--- config.mk ---
export PLATFORM = sky130hd
export DESIGN_NAME = cdb_arbiter
export DESIGN_NICKNAME = d
export VERILOG_FILES = /design/src/rtl/cdb_arbiter.sv
export SDC_FILE = /design/constraint.sdc
export NUM_CORES = 1
export LEC_CHECK = 0
export ABC_CLOCK_PERIOD_IN_PS = 2970
export BUFFER_PORTS_ARGS = -buffer_cell sky130_fd_sc_hd__buf_2
export CAP_MARGIN = 20
export CORE_ASPECT_RATIO = 0.7
export CORE_MARGIN = 3
export CORE_UTILIZATION = 35
export DETAILED_ROUTE_END_ITERATION = 12
export PLACE_DENSITY = 0.67
export SETUP_SLACK_MARGIN = 0.05
export SLEW_MARGIN = 20
export SYNTH_ARGS = -nofsm -noshare
export SYNTH_HDL_FRONTEND = slang
export SYNTH_SLANG_ARGS = --single-unit
--- constraint.sdc ---
create_clock -name clk_in -period 2.97 [get_ports clk_in]
set_input_delay 0.4455 -clock clk_in [delete_from_list [all_inputs] [get_ports clk_in]]
set_output_delay 0.4455 -clock clk_in [all_outputs]
set_load 0.005 [all_outputs]
--- src/rtl/cdb_arbiter.sv ---
// cdb_arbiter: grants one pending result per cycle (round-robin when CDB_ROUND_ROBIN_EN is defined, else lowest index);
// the winner is broadcast on the cdb_* registers one cycle later; rdy_in=0 freezes all state and withholds grants.
`ifndef ROB_BIT
`define ROB_BIT 4
`endif

module cdb_arbiter #(
   parameter int NUM_REQ = 3,
   parameter int DATA_W  = 32,
   parameter int SRC_W   = 2
) (
   input  logic                        clk_in,
   input  logic                        rst_in,
   input  logic                        rdy_in,
   input  logic                        clear_up,
   input  logic [NUM_REQ-1:0]          req_valid,
   input  logic [NUM_REQ*`ROB_BIT-1:0] req_rob_entry,
   input  logic [NUM_REQ*DATA_W-1:0]   req_value,
   output logic [NUM_REQ-1:0]          req_ready,
   output logic                        cdb_valid,
   output logic [`ROB_BIT-1:0]         cdb_rob_entry,
   output logic [DATA_W-1:0]           cdb_value,
   output logic [SRC_W-1:0]            cdb_src
);

   logic [`ROB_BIT-1:0] rob_arr [NUM_REQ];
   logic [DATA_W-1:0]   val_arr [NUM_REQ];

   for (genvar g = 0; g < NUM_REQ; g++) begin : g_unpack
      assign rob_arr[g] = req_rob_entry[g*`ROB_BIT +: `ROB_BIT];
      assign val_arr[g] = req_value[g*DATA_W +: DATA_W];
   end

   logic [SRC_W-1:0]    last_q, last_d;
   logic                cdb_valid_q, cdb_valid_d;
   logic [`ROB_BIT-1:0] cdb_rob_q, cdb_rob_d;
   logic [DATA_W-1:0]   cdb_value_q, cdb_value_d;
   logic [SRC_W-1:0]    cdb_src_q, cdb_src_d;

   logic                grant_found;
   logic [SRC_W-1:0]    grant_idx;
   logic [SRC_W-1:0]    cand;
   logic                active;

   // Winner search; the fixed-priority build still tracks last_q but never reads it here.
   always_comb begin
      grant_found = 1'b0;
      grant_idx   = '0;
      cand        = '0;
`ifdef CDB_ROUND_ROBIN_EN
      for (int k = 1; k <= NUM_REQ; k++) begin
         cand = SRC_W'((int'(last_q) + k) % NUM_REQ);
         if (!grant_found && req_valid[cand]) begin
            grant_found = 1'b1;
            grant_idx   = cand;
         end
      end
`else
      for (int k = 0; k < NUM_REQ; k++) begin
         cand = SRC_W'(k);
         if (!grant_found && req_valid[cand]) begin
            grant_found = 1'b1;
            grant_idx   = cand;
         end
      end
`endif
   end

   assign active = rdy_in && !clear_up && !rst_in;

   always_comb begin
      req_ready = '0;
      if (active && grant_found)
         req_ready[grant_idx] = 1'b1;
   end

   always_comb begin
      last_d      = last_q;
      cdb_valid_d = cdb_valid_q;
      cdb_rob_d   = cdb_rob_q;
      cdb_value_d = cdb_value_q;
      cdb_src_d   = cdb_src_q;
      if (rdy_in) begin
         if (clear_up) begin
            cdb_valid_d = 1'b0;
            last_d      = SRC_W'(NUM_REQ - 1);
         end else if (grant_found) begin
            cdb_valid_d = 1'b1;
            last_d      = grant_idx;
            cdb_rob_d   = rob_arr[grant_idx];
            cdb_value_d = val_arr[grant_idx];
            cdb_src_d   = grant_idx;
         end else begin
            cdb_valid_d = 1'b0;
         end
      end
   end

   always_ff @(posedge clk_in or posedge rst_in) begin
      if (rst_in) begin
         last_q      <= SRC_W'(NUM_REQ - 1);
         cdb_valid_q <= 1'b0;
         cdb_rob_q   <= '0;
         cdb_value_q <= '0;
         cdb_src_q   <= '0;
      end else begin
         last_q      <= last_d;
         cdb_valid_q <= cdb_valid_d;
         cdb_rob_q   <= cdb_rob_d;
         cdb_value_q <= cdb_value_d;
         cdb_src_q   <= cdb_src_d;
      end
   end

   assign cdb_valid     = cdb_valid_q;
   assign cdb_rob_entry = cdb_rob_q;
   assign cdb_value     = cdb_value_q;
   assign cdb_src       = cdb_src_q;

`ifndef SYNTHESIS
   always_ff @(posedge clk_in) begin
      if (active && grant_found)
         assert (req_valid[grant_idx]) else $error("cdb_arbiter: grant to idle requester");
   end
`endif

endmodule
==> flow_summary.json <==
{
  "crit_cells": 5,
  "use_met1_pct": 24.72,
  "avgSynthCellArea_um2": 8.489,
  "drt_iter0_drc": 127,
  "grt_usage_pct": 19.32,
  "synthToLayoutAreaGrowth_pct": 33.77,
  "crit_fanout": 41,
  "final_cell_mix": "buf_2 (156), o21ai_0 (39), dfrtp_1 (39)",
  "cp_slowest_cell": "buf_2",
  "routabilityCongestion": 0.7967,
  "fmax_mhz": 488.4,
  "ctsHoldBuffers": 0,
  "h-tree-depth": 2,
  "vdd_drop_max_uv": 201.9,
  "syn_area_um2": 2597,
  "status": "finished, final reports clean",
  "die_area_um2": 8507,
  "path_buf_inv": 2,
  "setup_tns_ns": 0,
  "synth_cell_types": 24,
  "firstDrtPassIters": 4,
  "synthTopCellsByArea": "dfrtp_1 (38%), or3b_1 (9.4%), nand2b_1 (8.7%)",
  "core_um2": 6975,
  "vias": 2746,
  "synth_top_area_share_pct": 37.57,
  "leakagePower_nw": 1.661,
  "place_hpwl_um": 6084,
  "final_layout_size_suffix_gt1_share_pct": 42.57,
  "dpl_cell_area_um2": 3374,
  "fin_ws_ns": 0.9227,
  "end_kind": "primary output",
  "path_cells": "buf_2, nor3_2, or2_1, nor3_1, buf_2",
  "grt_use_met3_pct": 6.245,
  "die_h_um": 78.08,
  "min_path_type": "input port to async pin",
  "drc": 0,
  "antenna_found_initial": 0,
  "viasPerCell": 5.104,
  "multi_input_area_um2": 1440,
  "cpPeakStageDelay_ns": 0.47,
  "synthXorXnorAreaFrac_pct": 0,
  "maxCapViolations": 0,
  "p_total_mw": 1.471,
  "ys_warn_count": 0,
  "mostFrequentLayoutCell": "buf_2",
  "synth_fa_ha_area_share_pct": 0,
  "critical_path_class": "input port to primary output",
  "nFillCells": 706,
  "io_buffers": 156,
  "syn-num-nets": 421,
  "ant_nets": 0,
  "cp_data_arrival_time_ns": 1.60,
  "grtUsageMet2_pct": 31.74,
  "post_cts_buffers": 0,
  "grt_max_degree": 43,
  "synthSimpleGateAreaFrac_pct": 28.08,
  "setup_violations": 0,
  "regArea_um2": 975.9,
  "die_x_um": 109.0,
  "synth_top_family_by_area": "simple AND/OR/NAND/NOR gates",
  "first_global_vias": 2766,
  "pre_cts_ws_ns": 0.7922,
  "crit_top_cell": "buf_2",
  "cts_max_path_buffers": 2,
  "top_usage_layer": "met2",
  "period_needed_ns": 2.047,
  "yosysTopAreaCell": "dfrtp_1",
  "grt_pass1_wl_um": 13160,
  "relSlewSlack_pct": 48.60,
  "path_clk_slew_ns": 0.07,
  "synth-seq-cells": 39,
  "cts_buffers": 5,
  "crit_family": "buffers and inverters",
  "netlist_instances": 306,
  "ios": 157,
  "post_cts_resized": 0,
  "synth.mux.area_fraction_pct": 0,
  "worstPathRequired_ns": 2.52,
  "initial_core_util_pct": 37.24,
  "skew_ns": 0,
  "cts.sinks": 39,
  "cts_root_buf": "clkbuf_8",
  "worst_pin_slew_ns": 0.7710,
  "num_antenna_cells": 0,
  "placementRows": 25,
  "ys_seq_area_share_pct": 37.57,
  "p_per_area_nw_per_um2": 423.3,
  "wl_um": 8305,
  "drv_slew": 0,
  "synth_compound_area_share_pct": 27.17,
  "stdcell_area_um2": 3475,
  "ff2ff_path_depth": 2,
  "finalHoldViolations": 0,
  "min_period_over_period_pct": 68.93,
  "reg2reg_slack_ns": 2.25,
  "routedWlPerCell_um": 15.44,
  "gr-total-overflow": 0,
  "insertion_delay_ns": 0.28,
  "nets": 558,
  "start_kind": "input port",
  "grt_setup_unrepaired": "no",
  "cts_tree": "yes"
}
## power by group
| part | switching, mW | internal [mW] |
|---|---|---|
| sequential | 0.0458 | 0.617 |
| clock | 0.176 | 0.212 |
| combinational | 0.211 | 0.209 |
| total | 0.433 | 1.04 |
## layout make-up
type	count	share of cell area, %
tap	94	3.385
sequential	39	28.09
timing repair buffer	162	23.77
inverter	4	0.4321
multi-input combinational	231	41.45
clock buffer	8	2.881
## path summary, 6_finish.rpt
check / endpoint / start
min in group clk_in: cdb_valid / rdy_in
max reg2reg: cdb_value[11] / cdb_value[11]
min reg2reg: cdb_value[30] / cdb_value[30]
min: cdb_valid / rst_in
max: req_ready[1] / req_valid[2]
max in group asynchronous: cdb_src[1] / rst_in
## flip-flops by register name (all words and copies together) (netlist names)
register       flops
cdb_valid          1
cdb_src            2
cdb_rob_entry      4
cdb_value         32
## metrics by stage
| stage | hold WS, ns | std cells | utilization [%] |
|---|---|---|---|
| 2_1_floorplan | 0.4844 | 306 | - |
| 3_3_place_gp | 0.4863 | 530 | 48.38 |
| 3_5_place_dp | 0.4981 | 530 | 48.38 |
| 4_1_cts | 0.3142 | 538 | 49.81 |
| 5_1_grt | 0.2938 | 538 | 49.81 |
| 6_report | 0.2488 | 538 | 49.81 |
## synth_stat cells, drive strengths merged
| master | n |
|---|---|
| buf | 13 |
| o22a | 1 |
| o21ai | 39 |
| nand2b | 37 |
| nor3 | 4 |
| nor2 | 37 |
| clkbuf | 19 |
| dfrtp | 39 |
| o31ai | 36 |
| o21ba | 1 |
| or3b | 36 |
| or2 | 2 |
| o22ai | 1 |
| a21oi | 36 |
| inv | 4 |
| nand2 | 1 |
## cell families (layout without fill, tap and decap cells)
group	count (synthesis)	after routing
AND/OR/NAND/NOR	117	117
AO/OA/AOI/OAI	114	114
flip-flops	39	39
buffers and inverters	36	174
## layer usage
metal	part of all wire [%]	vias to the layer above
met3	11	11
met2	44	142
li1	-	1352
met4	1.1	0
met5	0	-
met1	43	1241
## worst register-to-register path: stages, from the launching register on
cell and delay (ns):
dfrtp_1 0.41, o21ai_0 0.09, o31ai_1 0.10
Note: power is estimated with default switching activity, not from simulation.
